## config.mk

```make
export PLATFORM = sky130hd
export DESIGN_NAME = frame_painter
export DESIGN_NICKNAME = d
export VERILOG_FILES = /design/src/rtl/frame_painter_pkg.sv /design/src/rtl/frame_painter_brush_scanner.sv /design/src/rtl/frame_painter.sv
export SDC_FILE = /design/constraint.sdc
export NUM_CORES = 1
export LEC_CHECK = 0
export CORE_UTILIZATION = 35
export CTS_BUF_LIST = sky130_fd_sc_hd__clkbuf_4
export CTS_CLUSTER_SIZE = 14
export DETAILED_ROUTE_END_ITERATION = 16
export GPL_TIMING_DRIVEN = 0
export PLACE_DENSITY = 0.56
export SKIP_LAST_GASP = 1
export SLEW_MARGIN = 10
export SYNTH_ARGS = -nofsm -noshare
export SYNTH_HDL_FRONTEND = slang
export SYNTH_HIERARCHICAL = 1
export SYNTH_SLANG_ARGS = --single-unit
```

## constraint.sdc

```tcl
create_clock -name clk -period 4.05 [get_ports clk]
set_clock_uncertainty 0.15 [all_clocks]
set_input_delay 0.81 -clock clk [delete_from_list [all_inputs] [get_ports clk]]
set_output_delay 0.81 -clock clk [all_outputs]
set_load 0.01 [all_outputs]
```

## src/rtl/frame_painter_pkg.sv

```systemverilog
// frame_painter_pkg: FSM encoding, default screen geometry and width
// helpers shared by frame_painter and brush_scanner.
package frame_painter_pkg;

    localparam int DEF_COL_NUM = 320;
    localparam int DEF_ROW_NUM = 240;

    localparam logic [2:0] ST_RESET      = 3'd0;
    localparam logic [2:0] ST_IDLE       = 3'd1;
    localparam logic [2:0] ST_LOAD_FETCH = 3'd2;
    localparam logic [2:0] ST_LOAD_WRITE = 3'd3;
    localparam logic [2:0] ST_CLEAR      = 3'd4;
    localparam logic [2:0] ST_PAINT      = 3'd5;

    // clog2 with a floor of one bit so single-entry ranges still get a port
    function automatic int width_of(input int n);
        return (n < 2) ? 1 : $clog2(n);
    endfunction

endpackage

```

## src/rtl/frame_painter_brush_scanner.sv

```systemverilog
// brush_scanner: walks the (2R+1)^2 brush offsets row-major around a
// latched centre and flags offsets that fall outside the screen.
module brush_scanner
    import frame_painter_pkg::*;
#(
    parameter int COL_NUM = DEF_COL_NUM,
    parameter int ROW_NUM = DEF_ROW_NUM,
    parameter int COL_W   = 9,
    parameter int ROW_W   = 8,
    parameter int BR_W    = 2
) (
    input  logic             clk,
    input  logic             reset,
    input  logic             start_i,
    input  logic             accept_i,
    input  logic [COL_W-1:0] ctr_col_i,
    input  logic [ROW_W-1:0] ctr_row_i,
    input  logic [BR_W-1:0]  radius_i,
    output logic [COL_W-1:0] col_o,
    output logic [ROW_W-1:0] row_o,
    output logic             in_bounds_o,
    output logic             last_o
);

    localparam int OFF_W = BR_W + 1;
    localparam int SC_W  = COL_W + 2;
    localparam int SR_W  = ROW_W + 2;

    logic [COL_W-1:0] cc_q;
    logic [ROW_W-1:0] cr_q;
    logic [OFF_W-1:0] r_q;
    logic [OFF_W-1:0] dx_q;
    logic [OFF_W-1:0] dy_q;
    logic [SC_W-1:0]  sc;
    logic [SR_W-1:0]  sr;
    logic             col_ok;
    logic             row_ok;

    always_ff @(posedge clk or posedge reset) begin
        if (reset) begin
            cc_q <= '0;
            cr_q <= '0;
            r_q  <= '0;
            dx_q <= '0;
            dy_q <= '0;
        end else if (start_i) begin
            cc_q <= ctr_col_i;
            cr_q <= ctr_row_i;
            r_q  <= {1'b0, radius_i};
            dx_q <= -{1'b0, radius_i};
            dy_q <= -{1'b0, radius_i};
        end else if (accept_i) begin
            if (dx_q == r_q) begin
                dx_q <= -r_q;
                dy_q <= dy_q + OFF_W'(1);
            end else begin
                dx_q <= dx_q + OFF_W'(1);
            end
        end
    end

    // offsets are two's complement; the extra bits keep the sign of the sum
    assign sc = {2'b00, cc_q} + {{(SC_W-OFF_W){dx_q[OFF_W-1]}}, dx_q};
    assign sr = {2'b00, cr_q} + {{(SR_W-OFF_W){dy_q[OFF_W-1]}}, dy_q};

    assign col_ok = !sc[SC_W-1] && (sc < SC_W'(COL_NUM));
    assign row_ok = !sr[SR_W-1] && (sr < SR_W'(ROW_NUM));

    assign col_o       = sc[COL_W-1:0];
    assign row_o       = sr[ROW_W-1:0];
    assign in_bounds_o = col_ok && row_ok;
    assign last_o      = (dx_q == r_q) && (dy_q == r_q);

endmodule

```

## src/rtl/frame_painter.sv

```systemverilog
// frame_painter: ROM frame loader, screen clear and square-brush painter.
// Define FRAME_PAINTER_PIXCNT_EN to add the painted_count output.
module frame_painter
    import frame_painter_pkg::*;
#(
    parameter int N_FRAMES    = 2,
    parameter int COL_NUM     = DEF_COL_NUM,
    parameter int ROW_NUM     = DEF_ROW_NUM,
    parameter int COLOR_WIDTH = 1,
    parameter int ADC_WIDTH   = 12,
    parameter int BRUSH_R_MAX = 3,
    localparam int PIXEL_NUM  = COL_NUM * ROW_NUM,
    localparam int COL_W      = width_of(COL_NUM),
    localparam int ROW_W      = width_of(ROW_NUM),
    localparam int FSEL_W     = width_of(N_FRAMES),
    localparam int BR_W       = width_of(BRUSH_R_MAX + 1),
    localparam int ROM_AW     = width_of(PIXEL_NUM * N_FRAMES)
) (
    input  logic                   clk,
    input  logic                   reset,
    input  logic                   en,
    input  logic [FSEL_W-1:0]      load_frame_sel,
    input  logic                   clear_req,
    input  logic [COLOR_WIDTH-1:0] brush_color,
    input  logic [COLOR_WIDTH-1:0] bg_color,
    input  logic [BR_W-1:0]        brush_r,
    output logic [ROM_AW-1:0]      rom_addr,
    input  logic [COLOR_WIDTH-1:0] rom_q,
    input  logic                   initialized,
    output logic                   pixel_valid,
    input  logic                   pixel_ready,
    output logic [COL_W-1:0]       pixel_col,
    output logic [ROW_W-1:0]       pixel_row,
    output logic [COLOR_WIDTH-1:0] pixel_color,
    input  logic                   pos_ready,
    input  logic [ADC_WIDTH-1:0]   x_pos,
    input  logic [ADC_WIDTH-1:0]   y_pos,
    output logic                   busy
`ifdef FRAME_PAINTER_PIXCNT_EN
    ,
    output logic [width_of(PIXEL_NUM+1)-1:0] painted_count
`endif
);

    localparam int PTR_W = width_of(PIXEL_NUM);
    localparam int XP_W  = ADC_WIDTH + COL_W;
    localparam int YP_W  = ADC_WIDTH + ROW_W;
    localparam logic [BR_W-1:0] R_MAX = BR_W'(BRUSH_R_MAX);

    logic [2:0]        state_q, state_d;
    logic [PTR_W-1:0]  ptr_q, ptr_d;
    logic [COL_W-1:0]  col_q, col_d;
    logic [ROW_W-1:0]  row_q, row_d;
    logic [FSEL_W-1:0] frame_q, frame_d;
    logic              clr_pend_q, clr_pend_d;
    logic              tch_pend_q;
    logic [COL_W-1:0]  tch_col_q;
    logic [ROW_W-1:0]  tch_row_q;

    logic [COL_W-1:0]  x_col;
    logic [ROW_W-1:0]  y_row;
    logic [BR_W-1:0]   r_sat;
    logic              last_pix;
    logic              clr_take;
    logic              sc_start;
    logic              sc_adv;
    logic [COL_W-1:0]  sc_col;
    logic [ROW_W-1:0]  sc_row;
    logic              sc_in;
    logic              sc_last;

    assign x_col = COL_W'((XP_W'(x_pos) * XP_W'(COL_NUM)) >> ADC_WIDTH);
    assign y_row = ROW_W'((YP_W'(y_pos) * YP_W'(ROW_NUM)) >> ADC_WIDTH);
    assign r_sat = (brush_r > R_MAX) ? R_MAX : brush_r;

    assign last_pix = (ptr_q == PTR_W'(PIXEL_NUM - 1));
    // clipped offsets advance unconditionally, drawable ones wait for ready
    assign sc_adv   = (state_q == ST_PAINT) && (!sc_in || pixel_ready);

    always_comb begin
        state_d  = state_q;
        ptr_d    = ptr_q;
        col_d    = col_q;
        row_d    = row_q;
        frame_d  = frame_q;
        clr_take = 1'b0;
        sc_start = 1'b0;
        unique case (state_q)
            ST_RESET: begin
                if (initialized) begin
                    state_d = ST_LOAD_FETCH;
                    frame_d = load_frame_sel;
                end
            end
            ST_IDLE: begin
                if (en) begin
                    if (clr_pend_q || clear_req) begin
                        state_d  = ST_CLEAR;
                        clr_take = 1'b1;
                    end else if (load_frame_sel != frame_q) begin
                        state_d = ST_LOAD_FETCH;
                        frame_d = load_frame_sel;
                    end else if (tch_pend_q) begin
                        state_d  = ST_PAINT;
                        sc_start = 1'b1;
                    end
                end
            end
            ST_LOAD_FETCH: state_d = ST_LOAD_WRITE;
            ST_LOAD_WRITE, ST_CLEAR: begin
                if (pixel_ready) begin
                    if (last_pix) begin
                        state_d = ST_IDLE;
                        ptr_d   = '0;
                        col_d   = '0;
                        row_d   = '0;
                    end else begin
                        state_d = (state_q == ST_CLEAR) ? ST_CLEAR
                                                        : ST_LOAD_FETCH;
                        ptr_d   = ptr_q + PTR_W'(1);
                        if (col_q == COL_W'(COL_NUM - 1)) begin
                            col_d = '0;
                            row_d = row_q + ROW_W'(1);
                        end else begin
                            col_d = col_q + COL_W'(1);
                        end
                    end
                end
            end
            ST_PAINT: begin
                if (sc_adv && sc_last) state_d = ST_IDLE;
            end
            default: state_d = ST_RESET;
        endcase
    end

    assign clr_pend_d = !clr_take && (clr_pend_q || clear_req);

    always_ff @(posedge clk or posedge reset) begin
        if (reset) begin
            state_q    <= ST_RESET;
            ptr_q      <= '0;
            col_q      <= '0;
            row_q      <= '0;
            frame_q    <= '0;
            clr_pend_q <= 1'b0;
            tch_pend_q <= 1'b0;
            tch_col_q  <= '0;
            tch_row_q  <= '0;
        end else begin
            state_q    <= state_d;
            ptr_q      <= ptr_d;
            col_q      <= col_d;
            row_q      <= row_d;
            frame_q    <= frame_d;
            clr_pend_q <= clr_pend_d;
            if (pos_ready) begin
                tch_pend_q <= 1'b1;
                tch_col_q  <= x_col;
                tch_row_q  <= y_row;
            end else if (sc_start) begin
                tch_pend_q <= 1'b0;
            end
        end
    end

    brush_scanner #(
        .COL_NUM (COL_NUM),
        .ROW_NUM (ROW_NUM),
        .COL_W   (COL_W),
        .ROW_W   (ROW_W),
        .BR_W    (BR_W)
    ) u_scan (
        .clk         (clk),
        .reset       (reset),
        .start_i     (sc_start),
        .accept_i    (sc_adv),
        .ctr_col_i   (tch_col_q),
        .ctr_row_i   (tch_row_q),
        .radius_i    (r_sat),
        .col_o       (sc_col),
        .row_o       (sc_row),
        .in_bounds_o (sc_in),
        .last_o      (sc_last)
    );

    always_comb begin
        pixel_valid = 1'b0;
        pixel_color = '0;
        unique case (state_q)
            ST_LOAD_WRITE: begin
                pixel_valid = 1'b1;
                pixel_color = rom_q;
            end
            ST_CLEAR: begin
                pixel_valid = 1'b1;
                pixel_color = bg_color;
            end
            ST_PAINT: begin
                pixel_valid = sc_in;
                pixel_color = brush_color;
            end
            default: ;
        endcase
    end

    assign pixel_col = (state_q == ST_PAINT) ? sc_col : col_q;
    assign pixel_row = (state_q == ST_PAINT) ? sc_row : row_q;
    assign rom_addr  = ROM_AW'(frame_q) * ROM_AW'(PIXEL_NUM) + ROM_AW'(ptr_q);
    assign busy      = (state_q != ST_IDLE);

`ifdef FRAME_PAINTER_PIXCNT_EN
    localparam int CNT_W = width_of(PIXEL_NUM + 1);

    logic [CNT_W-1:0] cnt_q;
    logic             fill_done;
    logic             paint_acc;

    assign fill_done = ((state_q == ST_LOAD_WRITE) || (state_q == ST_CLEAR))
                       && pixel_ready && last_pix;
    assign paint_acc = (state_q == ST_PAINT) && sc_in && pixel_ready;

    always_ff @(posedge clk or posedge reset) begin
        if (reset) begin
            cnt_q <= '0;
        end else if (fill_done) begin
            cnt_q <= '0;
        end else if (paint_acc && (cnt_q != CNT_W'(PIXEL_NUM))) begin
            cnt_q <= cnt_q + CNT_W'(1);
        end
    end

    assign painted_count = cnt_q;
`endif

endmodule

```

==> impl_metrics.env <==
export IMPL_run_status="finished with violations"
export IMPL_violations="negative setup slack"
export IMPL_antenna_found_initial=0
export IMPL_avgRoutedWirePerCell_um=14.80
export IMPL_final_antenna_net_count=0
export IMPL_cts_root_buf="clkbuf_4"
export IMPL_clk_latency_ns=0.46
export IMPL_end_kind="output port"
export IMPL_num_rows=50
export IMPL_grt_pass1_wl_um=25960
export IMPL_gp_congestion=0.8025
export IMPL_yosysWarnings=6
export IMPL_hp_start="tch_col_q[8]$_DFFE_PP0P_"
export IMPL_fin_crit_ns=4.051
export IMPL_cp_slowest_stage_delay_ns=0.40
export IMPL_layout_common_cells="dfrtp_1, clkdlybuf4s50_1, ha_1"
export IMPL_diodes=0
export IMPL_worstSetupStartpoint="u_scan/cc_q[0]$_DFFE_PP0P_"
export IMPL_path_clk_slew_ns=0.13
export IMPL_relSlewSlack_pct=35.86
export IMPL_yosysSeqAreaShare_pct=30.81
export IMPL_rsz0062_at_grt="true"
export IMPL_clock_sinks=82
export IMPL_post_dp_cell_area_mm2=0.007696
export IMPL_vias=5304
export IMPL_synth_edf_count=0
export IMPL_crit_path_start_kind="flop"
export IMPL_cp_required_ns=3.09
export IMPL_htreeDepth=3
export IMPL_portBuffers=74
export IMPL_initial_core_util_pct=35.61
export IMPL_hold_path_class="flop to flop"
export IMPL_cpMaxStageDelayCell="dfrtp_1"
export IMPL_first_iter_violations=281
export IMPL_synth_cell_type_count=72
export IMPL_die_area_mm2=0.01958
export IMPL_worstPathArrival_ns=3.09
export IMPL_finalSetupViolCount=1
export IMPL_drt_pre_antenna_iters=4
export IMPL_cts_buffers=9
export IMPL_r2r_start="u_scan/dx_q[2]$_DFFE_PP0P_"
export IMPL_ys_ff_latch=82
export IMPL_core_area_mm2=0.01871
export IMPL_vias_per_cell=5.170
export IMPL_synth_avg_cell_area_um2=9.638
export IMPL_grt_max_degree=58
export IMPL_register_area_mm2=0.002057
export IMPL_critical_path_cell_chain="ha_2 > inv_1 > fa_2 > nor2b_2 > o31a_1 > o211ai_1 > a2111oi_1 > a311oi_1 > nor4_2 > nand2b_1 > a21o_1 > buf_2"
export IMPL_power_density_mw_per_mm2=445.5
export IMPL_whs_path_depth=2
export IMPL_nets=914
export IMPL_grt_usage_pct=16.46
export IMPL_final_cells=1026
export IMPL_criticalPathCategory="flop to output port"
export IMPL_maxSlewViolCount=0
export IMPL_hold_viol=0
export IMPL_async_reset_ff_share_pct=100.0
export IMPL_period_share_pct=100.0
export IMPL_area_growth_pct=21.13
export IMPL_clk_path_buf_depth=2
export IMPL_synth_area_leader_cell="dfrtp_1"
export IMPL_tightestPinTransition_ns=0.9610
export IMPL_max_cap_violations=0
export IMPL_cts_tree="built"
export IMPL_final_area_mm2=0.008068
export IMPL_max_freq_mhz=246.9
export IMPL_synth_area_top_cells="dfrtp_1, ha_1, mux2_2, fa_1, o21ai_0"
export IMPL_dp_hpwl_um=11900
export IMPL_multi_input_area_mm2=0.004344
export IMPL_io_pins=75
export IMPL_p_leak_nw=3.710
export IMPL_final_common_cell="dfrtp_1"
export IMPL_die_height_um=139.9
export IMPL_setup_ws_ns=-0.0005957
export IMPL_die_width_um=139.9
export IMPL_drt_total_wl_um=15190
export IMPL_grt_overflow=0
export IMPL_drc=0
export IMPL_fill_cells=1801
export IMPL_ys_flop_type="dfrtp_1"
export IMPL_synth_nets=818
export IMPL_dpl_cell_count=999
export IMPL_synth_top_cell_area_share_pct=30.81
export IMPL_synthCells=691
export IMPL_r2r_cells=13
export IMPL_cp_max_fo=5
export IMPL_syn_area_mm2=0.006660
export IMPL_irDropWorstVdd_v=0.0001606
export IMPL_drive_gt1_share_pct=15.66
export IMPL_grt_pass1_vias=5348
export IMPL_r2r_slack_ns=0.51
## critical path, delay by kind of cell (launching register included)
kind / cells / cell delay, ns
adder cells (fa/ha/maj): 2 / 0.54
buffers and inverters: 2 / 0.19
flip-flops: 1 / 0.40
AND/OR/NAND/NOR: 3 / 0.61
AO/OA/AOI/OAI: 5 / 0.90
## cell type report
cell class / count / share of cell area (%)
flip-flops and latches: 82 / 25.50
inverters: 60 / 2.823
clock buffers: 11 / 1.024
repair buffers: 85 / 10.13
plain buffers: 27 / 1.783
well taps: 234 / 3.629
clock inverters: 5 / 1.272
multi-input cells: 522 / 53.85
## repair_timing
| item | CTS | global route |
|---|---|---|
| setup endpoints to repair | 5 | 13 |
| setup buffers | 10 | 1 |
| pin swaps | 11 | 2 |
| hold endpoints to repair | 0 | 0 |
| gates resized for setup | 24 | 5 |
| hold buffers | 0 | 0 |
## power breakdown
| group | switching (W) | total (W) | internal [W] |
|---|---|---|---|
| clock | 0.000296 | 0.000621 | 0.000325 |
| sequential | 0.000161 | 0.00114 | 0.000983 |
| combinational | 0.000918 | 0.00183 | 0.000911 |
## cells by family (layout without fill, tap and decap cells)
group / count (synthesis) / after routing / share of synthesized area, %
muxes: 51 / 51 / 8.510
and+or+nand+nor: 175 / 175 / 13.34
AOI/OAI and AO/OA: 160 / 160 / 16.27
adders and majority gates: 90 / 90 / 19.50
xor gates and xnor gates: 46 / 46 / 6.049
buffers and inverters: 87 / 188 / 5.523
DFF: 82 / 82 / 30.81
## stage by stage
| stage | total power (W) | worst slack, ns | hold slack, ns | utilization, % | TNS, ns |
|---|---|---|---|---|---|
| 2_1_floorplan | 0.002356 | 0.2914 | 0.2960 | - | 0 |
| 3_3_place_gp | 0.002833 | -0.4292 | 0.3261 | 41.13 | -1.843 |
| 3_5_place_dp | 0.002891 | -0.4983 | 0.3191 | 41.14 | -2.258 |
| 4_1_cts | 0.003606 | -0.04579 | 0.3521 | 42.97 | -0.04579 |
| 5_1_grt | 0.003893 | -0.2383 | 0.3701 | 43.13 | -0.3633 |
| 6_report | 0.003594 | -0.0005957 | 0.3454 | 43.13 | -0.0005957 |
## Yosys cell counts (all sizes together) (7+ instances only)
cell type	instances
a21oi	29
a21o	17
xor2	20
inv	60
clkbuf	13
nor2	34
mux2	45
dfrtp	82
ha	67
and3	8
xnor2	26
buf	14
o21ai	54
fa	23
nand3	18
nand2	55
nor3	11
nand4	11
nor2b	7
## final timing paths
path,to
worst min-delay path,u_scan/cc_q[8]$_DFFE_PP0P_
worst max-delay path,pixel_valid
min in group asynchronous,tch_col_q[3]$_DFFE_PP0P_
worst min register to register,u_scan/cc_q[8]$_DFFE_PP0P_
worst max register to register,state_q[2]$_DFFE_PP0P_
max in group asynchronous,u_scan/dx_q[2]$_DFFE_PP0P_
## state kept, by name (all words and copies together) (netlist names)
register     flops
u_scan/dx_q      3
state_q          3
tch_pend_q       1
frame_q          1
u_scan/cc_q      9
ptr_q           17
clr_pend_q       1
tch_row_q        8
u_scan/r_q       2
u_scan/dy_q      3
u_scan/cr_q      8
row_q            8
tch_col_q        9
col_q            9
## per-layer routing
metal	share of wire, %	global-route usage, %	vias to the layer above	wire, um
met1	45	20.05	2550	6797
met2	50	29.21	89	7613
li1	-	-	2648	-
met5	0	0	-	0
met4	1.8	4.800	0	268
met3	3.4	3.385	17	509
Note: power is estimated with default switching activity, not from simulation.
